==> src/rtl/video_timing_gen.sv <==
// Line/frame timing generator for the composite encoder path.
// Counters and all flags are registered; flags are decoded from next-state counters.

module video_timing_gen_param_check #(
    parameter int PAL_LINE_CLKS     = 3072,
    parameter int NTSC_LINE_CLKS    = 3051,
    parameter int PAL_LINES         = 312,
    parameter int NTSC_LINES        = 262,
    parameter int HSYNC_CLKS        = 226,
    parameter int BURST_START       = 269,
    parameter int ACTIVE_START      = 504,
    parameter int ACTIVE_END_OFFSET = 72,
    parameter int VSYNC_LINES       = 3,
    parameter int VBLANK_LINES      = 20
) ();

    if (PAL_LINE_CLKS < 1 || PAL_LINE_CLKS > 4096 ||
        NTSC_LINE_CLKS < 1 || NTSC_LINE_CLKS > 4096) begin : g_bad_line_clks
        $error("video_timing_gen: line clock counts must lie in 1..4096");
    end

    if (PAL_LINES < 1 || PAL_LINES > 512 ||
        NTSC_LINES < 1 || NTSC_LINES > 512) begin : g_bad_lines
        $error("video_timing_gen: line counts must lie in 1..512");
    end

    if (!(HSYNC_CLKS < BURST_START && BURST_START < ACTIVE_START &&
          ACTIVE_START < PAL_LINE_CLKS - ACTIVE_END_OFFSET &&
          ACTIVE_START < NTSC_LINE_CLKS - ACTIVE_END_OFFSET)) begin : g_bad_h_order
        $error("video_timing_gen: horizontal event ordering violated");
    end

    if (VBLANK_LINES < VSYNC_LINES || VBLANK_LINES > PAL_LINES ||
        VBLANK_LINES > NTSC_LINES) begin : g_bad_v_order
        $error("video_timing_gen: vertical blanking must cover the vsync lines");
    end

endmodule

module video_timing_gen #(
    parameter int PAL_LINE_CLKS     = 3072,
    parameter int NTSC_LINE_CLKS    = 3051,
    parameter int PAL_LINES         = 312,
    parameter int NTSC_LINES        = 262,
    parameter int HSYNC_CLKS        = 226,
    parameter int BURST_START       = 269,
    parameter int ACTIVE_START      = 504,
    parameter int ACTIVE_END_OFFSET = 72,
    parameter int VSYNC_LINES       = 3,
    parameter int VBLANK_LINES      = 20
) (
    input  logic        clk,
    input  logic        reset,
    input  logic        pal_mode,
    output logic [11:0] h_count,
    output logic [8:0]  v_count,
    output logic        newline,
    output logic        newframe,
    output logic        startburst,
    output logic        even_line,
    output logic        even_field,
    output logic        sync,
    output logic        blank,
    output logic        active,
    output logic        pal_active
);

    localparam logic [11:0] PAL_LC    = 12'(PAL_LINE_CLKS);
    localparam logic [11:0] NTSC_LC   = 12'(NTSC_LINE_CLKS);
    localparam logic [8:0]  PAL_NL    = 9'(PAL_LINES);
    localparam logic [8:0]  NTSC_NL   = 9'(NTSC_LINES);
    localparam logic [11:0] HSYNC_W   = 12'(HSYNC_CLKS);
    localparam logic [11:0] BURST_W   = 12'(BURST_START);
    localparam logic [11:0] ASTART_W  = 12'(ACTIVE_START);
    localparam logic [11:0] AEO_W     = 12'(ACTIVE_END_OFFSET);
    localparam logic [8:0]  VSYNC_W   = 9'(VSYNC_LINES);
    localparam logic [8:0]  VBLANK_W  = 9'(VBLANK_LINES);

    localparam logic [11:0] PAL_LAST_H     = PAL_LC - 12'd1;
    localparam logic [11:0] NTSC_LAST_H    = NTSC_LC - 12'd1;
    localparam logic [8:0]  PAL_LAST_V     = PAL_NL - 9'd1;
    localparam logic [8:0]  NTSC_LAST_V    = NTSC_NL - 9'd1;
    localparam logic [11:0] PAL_BROAD_END  = PAL_LC - HSYNC_W;
    localparam logic [11:0] NTSC_BROAD_END = NTSC_LC - HSYNC_W;
    localparam logic [11:0] PAL_ACT_END    = PAL_LC - AEO_W;
    localparam logic [11:0] NTSC_ACT_END   = NTSC_LC - AEO_W;

    video_timing_gen_param_check #(
        .PAL_LINE_CLKS     (PAL_LINE_CLKS),
        .NTSC_LINE_CLKS    (NTSC_LINE_CLKS),
        .PAL_LINES         (PAL_LINES),
        .NTSC_LINES        (NTSC_LINES),
        .HSYNC_CLKS        (HSYNC_CLKS),
        .BURST_START       (BURST_START),
        .ACTIVE_START      (ACTIVE_START),
        .ACTIVE_END_OFFSET (ACTIVE_END_OFFSET),
        .VSYNC_LINES       (VSYNC_LINES),
        .VBLANK_LINES      (VBLANK_LINES)
    ) u_param_check ();

    logic [11:0] h_q, h_d;
    logic [8:0]  v_q, v_d;
    logic        pal_q, pal_d;
    logic        even_field_q, even_field_d;
    logic        newline_q, newline_d;
    logic        newframe_q, newframe_d;
    logic        startburst_q, startburst_d;
    logic        even_line_q, even_line_d;
    logic        sync_q, sync_d;
    logic        blank_q, blank_d;
    logic        active_q, active_d;

    logic [11:0] last_h_s;
    logic [8:0]  last_v_s;
    logic [11:0] broad_end_s;
    logic [11:0] act_end_s;
    logic        h_wrap_s;
    logic        frame_wrap_s;

    // Counter advance; the wrap decision uses the standard latched for the current frame.
    always_comb begin
        last_h_s     = NTSC_LAST_H;
        last_v_s     = NTSC_LAST_V;
        h_d          = h_q + 12'd1;
        v_d          = v_q;
        pal_d        = pal_q;
        even_field_d = even_field_q;

        if (pal_q) begin
            last_h_s = PAL_LAST_H;
            last_v_s = PAL_LAST_V;
        end else begin
            last_h_s = NTSC_LAST_H;
            last_v_s = NTSC_LAST_V;
        end

        h_wrap_s     = (h_q == last_h_s);
        frame_wrap_s = h_wrap_s && (v_q == last_v_s);

        if (frame_wrap_s) begin
            h_d          = 12'd0;
            v_d          = 9'd0;
            pal_d        = pal_mode;
            even_field_d = ~even_field_q;
        end else if (h_wrap_s) begin
            h_d = 12'd0;
            v_d = v_q + 9'd1;
        end else begin
            h_d = h_q + 12'd1;
            v_d = v_q;
        end
    end

    // Flag decode from next-state counters so flags line up with the counters they describe.
    always_comb begin
        broad_end_s  = NTSC_BROAD_END;
        act_end_s    = NTSC_ACT_END;
        newline_d    = 1'b0;
        newframe_d   = 1'b0;
        startburst_d = 1'b0;
        sync_d       = 1'b0;
        blank_d      = 1'b1;

        if (pal_d) begin
            broad_end_s = PAL_BROAD_END;
            act_end_s   = PAL_ACT_END;
        end else begin
            broad_end_s = NTSC_BROAD_END;
            act_end_s   = NTSC_ACT_END;
        end

        newline_d    = (h_d == 12'd0);
        newframe_d   = (h_d == 12'd0) && (v_d == 9'd0);
        even_line_d  = ~v_d[0];

        if (v_d < VSYNC_W) begin
            startburst_d = 1'b0;
            sync_d       = (h_d < broad_end_s);
        end else begin
            startburst_d = (h_d == BURST_W);
            sync_d       = (h_d < HSYNC_W);
        end

        blank_d  = (v_d < VBLANK_W) || (h_d < ASTART_W) || (h_d >= act_end_s);
        active_d = ~blank_d;
    end

    // State and output registers with asynchronous return to the idle frame start.
    always_ff @(posedge clk or posedge reset) begin
        if (reset) begin
            h_q          <= 12'd0;
            v_q          <= 9'd0;
            pal_q        <= 1'b1;
            even_field_q <= 1'b0;
            newline_q    <= 1'b0;
            newframe_q   <= 1'b0;
            startburst_q <= 1'b0;
            even_line_q  <= 1'b1;
            sync_q       <= 1'b0;
            blank_q      <= 1'b1;
            active_q     <= 1'b0;
        end else begin
            h_q          <= h_d;
            v_q          <= v_d;
            pal_q        <= pal_d;
            even_field_q <= even_field_d;
            newline_q    <= newline_d;
            newframe_q   <= newframe_d;
            startburst_q <= startburst_d;
            even_line_q  <= even_line_d;
            sync_q       <= sync_d;
            blank_q      <= blank_d;
            active_q     <= active_d;
        end
    end

    assign h_count    = h_q;
    assign v_count    = v_q;
    assign newline    = newline_q;
    assign newframe   = newframe_q;
    assign startburst = startburst_q;
    assign even_line  = even_line_q;
    assign even_field = even_field_q;
    assign sync       = sync_q;
    assign blank      = blank_q;
    assign active     = active_q;
    assign pal_active = pal_q;

endmodule

==> config.mk <==
export PLATFORM = sky130hd
export DESIGN_NAME = video_timing_gen
export DESIGN_NICKNAME = d
export VERILOG_FILES = /design/src/rtl/video_timing_gen.sv
export SDC_FILE = /design/constraint.sdc
export NUM_CORES = 1
export LEC_CHECK = 0
export CAP_MARGIN = 40
export CELL_PAD_IN_SITES_DETAIL_PLACEMENT = 1
export CELL_PAD_IN_SITES_GLOBAL_PLACEMENT = 2
export CORE_MARGIN = 8
export CORE_UTILIZATION = 35
export CTS_CLUSTER_SIZE = 20
export DETAILED_ROUTE_END_ITERATION = 12
export GPL_TIMING_DRIVEN = 0
export PLACE_DENSITY = 0.89
export SYNTH_ARGS = -nofsm -noshare
export SYNTH_HDL_FRONTEND = slang
export SYNTH_SLANG_ARGS = --single-unit
==> constraint.sdc <==
create_clock -name clk -period 5.94 [get_ports clk]
set_input_delay 1.188 -clock clk [delete_from_list [all_inputs] [get_ports clk]]
set_output_delay 1.188 -clock clk [all_outputs]
set_load 0.02 [all_outputs]
### After elaboration in Yosys (flattened, before gate mapping)

Index checks and enable logic that the tools add are counted.

| cells by class | value |
|---|---|
| $add $sub $neg | 2 |
| multiply operators | 0 |
| divide/modulo/power cells | 0 |
| order comparisons | 6 |
| equal/unequal tests | 3 |
| shift-type cells | 0 |
| muxes and demuxes | 11 |
| bitwise gates (word level) | 3 |
| reductions and logical operators | 6 |

Operators by type and width:

| kind | number |
|---|---|
| $mux W12 | 2 |
| $mux W9 | 2 |
| $mux W5 | 3 |
| $add A12 B1 Y12 const B | 1 |
| $eq A12 B12 Y1 | 1 |
| $eq A12 B9 Y1 const B | 1 |
| $ge A12 B12 Y1 | 1 |
| $logic_not A12 Y1 | 1 |
| $lt A12 B12 Y1 | 1 |
| $lt A12 B8 Y1 const B | 1 |
| $lt A12 B9 Y1 const B | 1 |
| $add A9 B1 Y9 const B | 1 |
| $eq A9 B9 Y1 | 1 |
| $logic_not A9 Y1 | 1 |
| $lt A9 B2 Y1 const B | 1 |
| $lt A9 B5 Y1 const B | 1 |
| $mux W6 | 1 |
| $mux W1 | 3 |
| $not A1 Y1 | 3 |
| $logic_and A1 B1 Y1 | 2 |
| $logic_or A1 B1 Y1 | 2 |

| storage, ports and cells | value |
|---|---|
| flip-flop bits (word level) | 30 |
| latch bits | 0 |
| RAM bits | 0 |
| ROM bits | 0 |
| input bits | 3 |
| output and inout bits | 30 |
| word-level logic and storage cells | 42 |
| memories | 0 |

### Logic depth before layout (Yosys ltp)

Gate-level depths: netlist (run 1).

| logic depth | value |
|---|---|
| depth after elaboration | 8 |
| depth in mapped cells | 14 |
| depth with buffers taken out | 12 |

### Least setup slack after synthesis (run 1)

No wires, ideal clock.

| timing path | value |
|---|---|
| kind | flip-flop to flip-flop |
| start | register h_q[2] (netlist: h_count[2]) |
| end | register active_q (netlist: active) |
| data arrival time | 3.654 ns |
| required time | 5.789 ns |
| slack | 2.135 ns |
| cell stages (with the launch flop) | 14 |
| path buffers | 2 |
| cell sequence | dfrtp_1 -> buf_6 -> or4_4 -> a2111oi_4 -> and2_1 -> clkbuf_1 -> mux2i_1 -> ha_1 -> a21oi_1 -> nor3b_1 -> o21ai_0 -> a21oi_1 -> o41ai_1 -> a221oi_1 |

| between the ends | value |
|---|---|
| word-level cells in the longest chain between the ends | 7 |
| elaborated cells between the ends (all ways) | 15 |
| classes of those cells | add/sub (1); order compare (3); eq/ne (1); mux (6); bitwise (1); reduce/logical (3) |

Ends and longest elaborated chain:

| what | RTL line | RTL |
|---|---|---|
| from (decl) | 101 | `logic [11:0] h_q, h_d;` |
| from (signal assigned) | 191 | `h_q <= 12'd0;` |
| from (signal assigned) | 203 | `h_q <= h_d;` |
| $add A12 B1 Y12 or $eq A12 B12 Y1 (tied branches) | 149, 137 |  |
| $mux W12 (tied with other cells) | 145 | `end else if (h_wrap_s) begin` |
| $mux W12 (tied with other cells) | 140 | `if (frame_wrap_s) begin` |
| $lt A12 B9 Y1 (tied with other cells) | 184 | `blank_d = (v_d < VBLANK_W) \|\| (h_d < ASTART_W) \|\| (h_d >= act_end_s);` |
| $logic_or A1 B1 Y1 or $ge A12 B12 Y1 (tied branches) | 184 |  |
| $logic_or A1 B1 Y1 (*) | 184 |  |
| $not A1 Y1 (*) | 185 | `active_d = ~blank_d;` |
| named net active_d | 111 | `logic active_q, active_d;` |
| to (signal assigned) | 213 | `active_q <= active_d;` |
| to (decl) | 111 |  |

Mark *: on every way through the listed nets, which the timed path passes. The rest lies on a longest branch.
A chain may end at the register's enable or synchronous reset.

### Worst setup path in the final report (run 1)

| timing path | value |
|---|---|
| start | register h_q[0] (netlist: h_count[0]) |
| end | register active_q (netlist: active) |

Same word-level chain as after synthesis.

==> metrics.json, run 1 <==
{
  "placement": {
    "dp_hpwl_mm": 4.404,
    "finalWeightedCongestion": 0.8193,
    "placed_area_mm2": 0.002380,
    "buffer_ports.inserted": 32
  },
  "power_and_ir_drop": {
    "power_switching_w": 0.00008495,
    "leakagePower_nw": 0.9901,
    "netSwitchingFraction_pct": 22.02,
    "power.density_cell_area_mw_per_mm2": 156.1,
    "power_frac_comb_pct": 2.0,
    "p_seq_share_pct": 53.0,
    "vdd.ir_drop.worst_v": 0.00009476,
    "power_w": 0.0003858,
    "p_int_w": 0.0003008,
    "part_of_the_total_power_dissipated_in_the_clock_network_pct": 45.0
  },
  "timing": {
    "setup_repair_after_global_routing_missed_its_margin": "false",
    "timing.setup.tns_ps": 0,
    "fmaxAchievable_mhz": 220.0,
    "worst_slew_pin_slew_ps": 704.3,
    "finalHoldViolations": 0,
    "setup_viol_count_final": 0,
    "timing.slew.headroom_pct": 53.00,
    "final.setup_skew_ps": 5.842,
    "period_minus_slack_ps": 4545,
    "final_max_slew_viol_count": 0,
    "final_cycle_share_pct": 76.52
  },
  "logic_synthesis": {
    "post-synth-top-area-fraction_pct": 34.79,
    "async_flop_share_pct": 100.0,
    "synthMostInstantiatedCell": "sky130_fd_sc_hd__dfrtp_1",
    "yosys_most_used_dff": "sky130_fd_sc_hd__dfrtp_1",
    "synthesis.yosys.warnings": 0,
    "yosys_register_bits": 30,
    "synthTopCellsByArea": "sky130_fd_sc_hd__dfrtp_1, sky130_fd_sc_hd__ha_1, sky130_fd_sc_hd__dfstp_2, sky130_fd_sc_hd__xnor2_1, sky130_fd_sc_hd__nor2_1",
    "syn_area_per_cell_um2": 9.203,
    "synth_cell_types": 53,
    "mappedNetlistNets": 222,
    "synthTopCellsByCount": "sky130_fd_sc_hd__dfrtp_1, sky130_fd_sc_hd__nor2_1, sky130_fd_sc_hd__nand2_1",
    "synth_cells": 211,
    "synth_area_leader_cell": "sky130_fd_sc_hd__dfrtp_1",
    "synth.yosys.seq_area_share_pct": 38.85,
    "synthesis.area_mm2": 0.001942,
    "synth_enable_flop_cells": 0
  },
  "setup_path": {
    "cp-start-kind": "register",
    "cp.arrival_ps": 4670,
    "crit_required_ps": 6070,
    "timing.setup.critical_path_class": "register to register",
    "worst_setup_path_end_kind": "register",
    "crit_fanout": 9
  },
  "routing": {
    "detailroute.via_count": 1742,
    "post-route-drc-count": 0,
    "initialDrtViolationCount": 86,
    "final_antenna_net_count": 0,
    "wl_per_cell_um": 17.70,
    "drt-total-wl_mm": 5.734,
    "detailedRoute.firstPassIterationCount": 4,
    "vias_per_cell": 5.377
  },
  "grt": {
    "grt_util_all_layers_pct": 14.69,
    "antenna_found_initial": 0,
    "grt_pass1_vias": 1897,
    "globalRoute.totalOverflow": 0,
    "grt_start_max_net_pins": 17,
    "first_pass_grt_wire_length_mm": 9.763
  },
  "cells_and_area": {
    "layout_stage_area_growth_over_the_synthesis_result_pct": 27.26,
    "final_net_count": 262,
    "fillerInstances": 648,
    "antennaDiodeCount": 0,
    "ratio_of_cells_with_drive_above_1_in_the_final_layout_pct": 8.730,
    "post-route-cell-area_mm2": 0.002471,
    "layout.core_utilization_pct": 45.43
  },
  "clocking": {
    "cts_htree_levels": 2,
    "clock_transition_at_the_registers_of_the_reported_paths_ps": 70,
    "clock-sinks": 30,
    "cts_root_buffer": "sky130_fd_sc_hd__clkbuf_8",
    "cts_hold_repair.buffers": 0,
    "clk_path_buf_depth": 2,
    "cts_buffers": 5,
    "clock_insertion_delay_worst_skew_ps": 280,
    "tritoncts": "done",
    "post-cts-setup-buffers": 0,
    "post_cts.resized_instances": 0
  },
  "outcome": {
    "run_status": "completed"
  },
  "die": {
    "die_y_um": 90.49,
    "die_w_um": 90.49,
    "initial_core_util_pct": 35.70,
    "io_pins": 33,
    "core.rowCount": 27,
    "design.core.area_mm2": 0.005439,
    "full_die_area_mm2": 0.008188
  },
  "job": {
    "drv.max_cap_violation_count": 0
  },
  "hold_path": {
    "worstHoldPathType": "register to register"
  }
}
## registers in the layout (all words and copies together) (netlist names)
signal / cells
newframe: 1
even_field: 1
v_count: 9
startburst: 1
even_line: 1
pal_active: 1
blank: 1
active: 1
sync: 1
newline: 1
h_count: 12
## cells in the final DEF (no fill, tap or decap), drive strengths merged, types with 5 or more instances in the layout
master	instances
clkdlybuf4s50	32
dfrtp	27
nor2	20
nand2	17
clkbuf	15
inv	11
nand4	9
xnor2	9
o21ai	9
a21oi	8
ha	8
nand3	7
xor2	7
nor3	6
and3	5
## path summary, 6_finish.rpt
path | from | to | slack (ps) | cells after the start
hold reg to reg | even_field | even_field | 460 | 1
max in group asynchronous | reset | pal_active | 4020 | 3
hold / removal | even_field | even_field | 460 | 1
setup reg to reg | h_count[0] | active | 1390 | 13
min in group asynchronous | reset | h_count[8] | 1310 | 2
setup / recovery | h_count[0] | active | 1390 | 13
## power groups by stage
stage                     Combinational [W]  Clock [W]  Sequential, W
final                            0.00000777   0.000174       0.000204
after global routing             0.00000884   0.000189       0.000204
after CTS                        0.00000825   0.000179       0.000204
after floorplan                  0.00000302          0       0.000208
after detailed placement         0.00000828          0       0.000208
after global placement           0.00000578          0       0.000208
## kinds of logic (layout without fill, tap and decap cells)
group	count (synthesis)	in the layout	share of synthesized area [%]
simple gates	93	93	26.22
buf+inv	22	63	4.768
fa+ha+maj	8	8	5.155
compound gates	41	41	17.27
xor+xnor	16	16	7.217
flops	30	30	38.85
mux	1	1	0.5155
## routing by layer
metal  part of all wire (%)  vias to the layer above  global-route usage (%)
met5                      0                        -                       0
met4                    1.9                        0                   5.825
met3                    3.6                        9                   3.408
met2                     47                       26                   24.18
met1                     47                      862                   17.99
li1                       -                      845                       -
## worst max-delay path: stages (launching register included)
cell and delay, ps:
sky130_fd_sc_hd__dfrtp_1 400, sky130_fd_sc_hd__clkbuf_1 220, sky130_fd_sc_hd__or4_4 500, sky130_fd_sc_hd__a2111oi_4 680, sky130_fd_sc_hd__and2_1 210, sky130_fd_sc_hd__clkbuf_1 310, sky130_fd_sc_hd__mux2i_1 540, sky130_fd_sc_hd__ha_1 350
sky130_fd_sc_hd__a21oi_1 140, sky130_fd_sc_hd__nor3b_1 70, sky130_fd_sc_hd__o21ai_0 250, sky130_fd_sc_hd__a21oi_1 110, sky130_fd_sc_hd__o41ai_1 440, sky130_fd_sc_hd__a221oi_1 170
## cell type report
| cell class | count | area (um2) | share of cell area, % |
|---|---|---|---|
| inverters | 11 | 41.29 | 1.671 |
| well taps | 72 | 90.09 | 3.646 |
| repair buffers | 33 | 347.8 | 14.08 |
| clock inverters | 1 | 5.005 | 0.2025 |
| flip-flops and latches | 30 | 754.5 | 30.53 |
| clock buffers | 7 | 86.33 | 3.494 |
| multi-input cells | 159 | 1095 | 44.30 |
| plain buffers | 11 | 51.30 | 2.076 |
## metrics by stage
stage	hold slack, ps	cells	worst slack [ps]
after floorplan	577.8	211	2135
after global placement	458.9	315	1459
after detailed placement	463.9	316	1438
after CTS	473.9	324	1412
after global routing	491.7	324	1091
final	464.8	324	1395
Note: power is estimated with default switching activity, not from simulation.
==> run 2, diff against run 1 <==
--- a/config.mk
+++ b/config.mk
@@ -9,11 +9,11 @@
 export CELL_PAD_IN_SITES_DETAIL_PLACEMENT = 1
 export CELL_PAD_IN_SITES_GLOBAL_PLACEMENT = 2
 export CORE_MARGIN = 8
-export CORE_UTILIZATION = 35
+export CORE_UTILIZATION = 29
 export CTS_CLUSTER_SIZE = 20
 export DETAILED_ROUTE_END_ITERATION = 12
 export GPL_TIMING_DRIVEN = 0
-export PLACE_DENSITY = 0.89
+export PLACE_DENSITY = 0.79
 export SYNTH_ARGS = -nofsm -noshare
 export SYNTH_HDL_FRONTEND = slang
 export SYNTH_SLANG_ARGS = --single-unit
==> constraint.sdc (replaced) <==
create_clock -name clk -period 4.15 [get_ports clk]
set_input_delay 0.83 -clock clk [delete_from_list [all_inputs] [get_ports clk]]
set_output_delay 0.83 -clock clk [all_outputs]
set_load 0.02 [all_outputs]
==> run 2 against run 1 <==
  * Count of clock-buffer cells in the layout stayed put
  * Sequential cell count stayed put
  * Largest cell class unchanged
  * Largest power group unchanged
  * Global-route usage is 2.2 points lower
  * Final area is 1.4% higher
  * Worst hold slack hardly changed
  * Via count is 1.7% higher
  * Sequential share of layout area is 0.41 points lower
==> metrics.json, run 2 (synthesized netlist as in run 1, its figures left out) <==
{
  "timing": {
    "final_cycle_share_pct": 93.34,
    "holdWs_ps": 465.2,
    "timing.setup.tns_ps": 0,
    "final.setup_skew_ps": 5.796,
    "final_max_slew_viol_count": 0,
    "timing.slew.headroom_pct": 62.56,
    "finalHoldViolations": 0,
    "fmaxAchievable_mhz": 258.2,
    "setup_viol_count_final": 0,
    "worst_slew_pin_slew_ps": 561.0,
    "period_minus_slack_ps": 3874,
    "setup_repair_after_global_routing_missed_its_margin": "false"
  },
  "clocking": {
    "tritoncts": "done",
    "clk_path_buf_depth": 2,
    "clock_insertion_delay_worst_skew_ps": 290,
    "cts_buffers": 5,
    "cts_htree_levels": 2,
    "clock_transition_at_the_registers_of_the_reported_paths_ps": 70,
    "cts_root_buffer": "sky130_fd_sc_hd__clkbuf_8",
    "cts_hold_repair.buffers": 0,
    "clock-sinks": 30
  },
  "die": {
    "design.core.area_mm2": 0.006644,
    "io_pins": 33,
    "die_y_um": 97.83,
    "core.rowCount": 30,
    "full_die_area_mm2": 0.009571,
    "initial_core_util_pct": 29.23,
    "die_w_um": 97.83
  },
  "placement": {
    "finalWeightedCongestion": 0.7942,
    "dp_hpwl_mm": 4.407,
    "buffer_ports.inserted": 32
  },
  "routing": {
    "wl_per_cell_um": 17.49,
    "final_antenna_net_count": 0,
    "detailroute.via_count": 1772,
    "met3_length_um": 202,
    "initialDrtViolationCount": 81,
    "drt-total-wl_mm": 5.788,
    "vias_per_cell": 5.353,
    "met2_length_mm": 2.754,
    "detailedRoute.firstPassIterationCount": 5,
    "post-route-drc-count": 0,
    "dr.max_layer_used": "met4",
    "drt-met1-wl_mm": 2.743
  },
  "cells_and_area": {
    "layout_stage_area_growth_over_the_synthesis_result_pct": 28.99,
    "layout.cells.most_common": "sky130_fd_sc_hd__clkdlybuf4s50_1",
    "final_net_count": 261,
    "largest_register_ffs": 12,
    "antennaDiodeCount": 0,
    "ratio_of_cells_with_drive_above_1_in_the_final_layout_pct": 10.36,
    "layout.cells.most_common_list": "sky130_fd_sc_hd__clkdlybuf4s50_1, sky130_fd_sc_hd__dfrtp_1, sky130_fd_sc_hd__nor2_1"
  },
  "grt": {
    "globalRoute.totalOverflow": 0,
    "antenna_found_initial": 0,
    "first_pass_grt_wire_length_mm": 9.625,
    "grt_util_all_layers_pct": 12.50,
    "grt_pass1_vias": 1838,
    "grt_start_max_net_pins": 21
  },
  "setup_path": {
    "cp.arrival_ps": 4090,
    "crit_fanout": 10,
    "crit_required_ps": 4370,
    "crit_chain": "buf_6, or4_4, a2111oi_4, buf_4, buf_2, clkbuf_4, nor2b_1, ha_1, a21oi_1, nor3b_1, o21ai_0, a21oi_1, o41ai_2, a221o_1",
    "cpMaxStageDelayCell": "sky130_fd_sc_hd__or4_4",
    "setup.reg_to_reg.worst_slack_ps": 280,
    "peak_per_stage_delay_on_the_critical_path_ps": 540,
    "critical-path-top-cell-by-count": "sky130_fd_sc_hd__a21oi_1",
    "timing.setup.critical_path_class": "register to register",
    "critical_path.n_buffers_inverters": 4,
    "cp-start-kind": "register",
    "crit-reg2reg-capture": "blank",
    "ff2ff_path_depth": 14,
    "critical-path-top-delay-family": "compound AO/OA/AOI/OAI gates",
    "worstReg2RegStart": "h_count[2]",
    "worst_setup_path_end_kind": "register"
  },
  "power_and_ir_drop": {
    "vdd.ir_drop.worst_v": 0.0001076,
    "power.density_cell_area_mw_per_mm2": 222.1,
    "power_w": 0.0005564,
    "leakagePower_nw": 1.002
  },
  "hold_path": {
    "worst_hold_startpoint": "even_field",
    "worstHoldPathType": "register to register",
    "worstHoldPathCells": 1,
    "timing.hold.worst_endpoint": "even_field"
  },
  "job": {
    "drv.max_cap_violation_count": 0
  },
  "outcome": {
    "run_status": "completed"
  }
}
run 2: cell count changes in the layout (fill, tap and decap cells not counted), sizes merged:
cell    delta
clkbuf     -1
run 2: repair_timing:
item,in CTS,in global routing
buffers inserted,1,0
resized for setup,3,2
pin swaps,1,1
setup endpoints to repair,3,2
run 2: area by class of cell:
cell class	count	area, um2
Sequential cell	30	754.5
Multi-Input combinational cell	159	1116
Tap cell	80	100.1
Timing Repair Buffer	34	355.3
Buffer	9	46.29
Clock buffer	7	86.33
Fill cell	780	4139
Clock inverter	1	5.005
Inverter	11	41.29
run 2: how the worst max path moves through the flow:
stage,startpoint,to,slack (ps),cells past startpoint
2_1_floorplan,h_count[2],active,350,13
3_3_place_gp,h_count[0],active,-410,13
3_5_place_dp,h_count[0],active,-590,13
4_1_cts,h_count[0],blank,50,14
5_1_grt,h_count[2],blank,60,14
6_report,h_count[2],blank,280,14
run 2: routing by layer:
layer	GRT usage (%)	up-vias
met5	0	-
met4	5.036	0
met3	2.845	6
met2	19.76	32
met1	16.02	888
li1	-	846
run 2: worst reg2reg max path, cell delays in order (launching register included):
cell and delay [ps]:
sky130_fd_sc_hd__dfrtp_1 390, sky130_fd_sc_hd__buf_6 140, sky130_fd_sc_hd__or4_4 540, sky130_fd_sc_hd__a2111oi_4 410
sky130_fd_sc_hd__buf_4 250, sky130_fd_sc_hd__buf_2 240, sky130_fd_sc_hd__clkbuf_4 260, sky130_fd_sc_hd__nor2b_1 110
sky130_fd_sc_hd__ha_1 320, sky130_fd_sc_hd__a21oi_1 140, sky130_fd_sc_hd__nor3b_1 60, sky130_fd_sc_hd__o21ai_0 240
sky130_fd_sc_hd__a21oi_1 130, sky130_fd_sc_hd__o41ai_2 310, sky130_fd_sc_hd__a221o_1 250
run 2: where the power goes:
group	internal [W]	leakage, nW	switching (W)
clock	0.000134	0.0482	0.000119
combinational	0.00000438	0.564	0.00000699
sequential	0.000292	0.389	0
total	0.000431	1.00	0.000126
run 2: metrics by stage:
step                      utilization (%)  cells  worst slack [ps]  instance area [um2]
after global placement              35.56    323            -412.2                 2362
final                               37.70    331             276.3                 2505
after floorplan                         -    211             345.4                 1942
after CTS                           37.70    332             46.67                 2505
after detailed placement            35.97    324            -590.2                 2390
after global routing                37.70    331             59.51                 2505
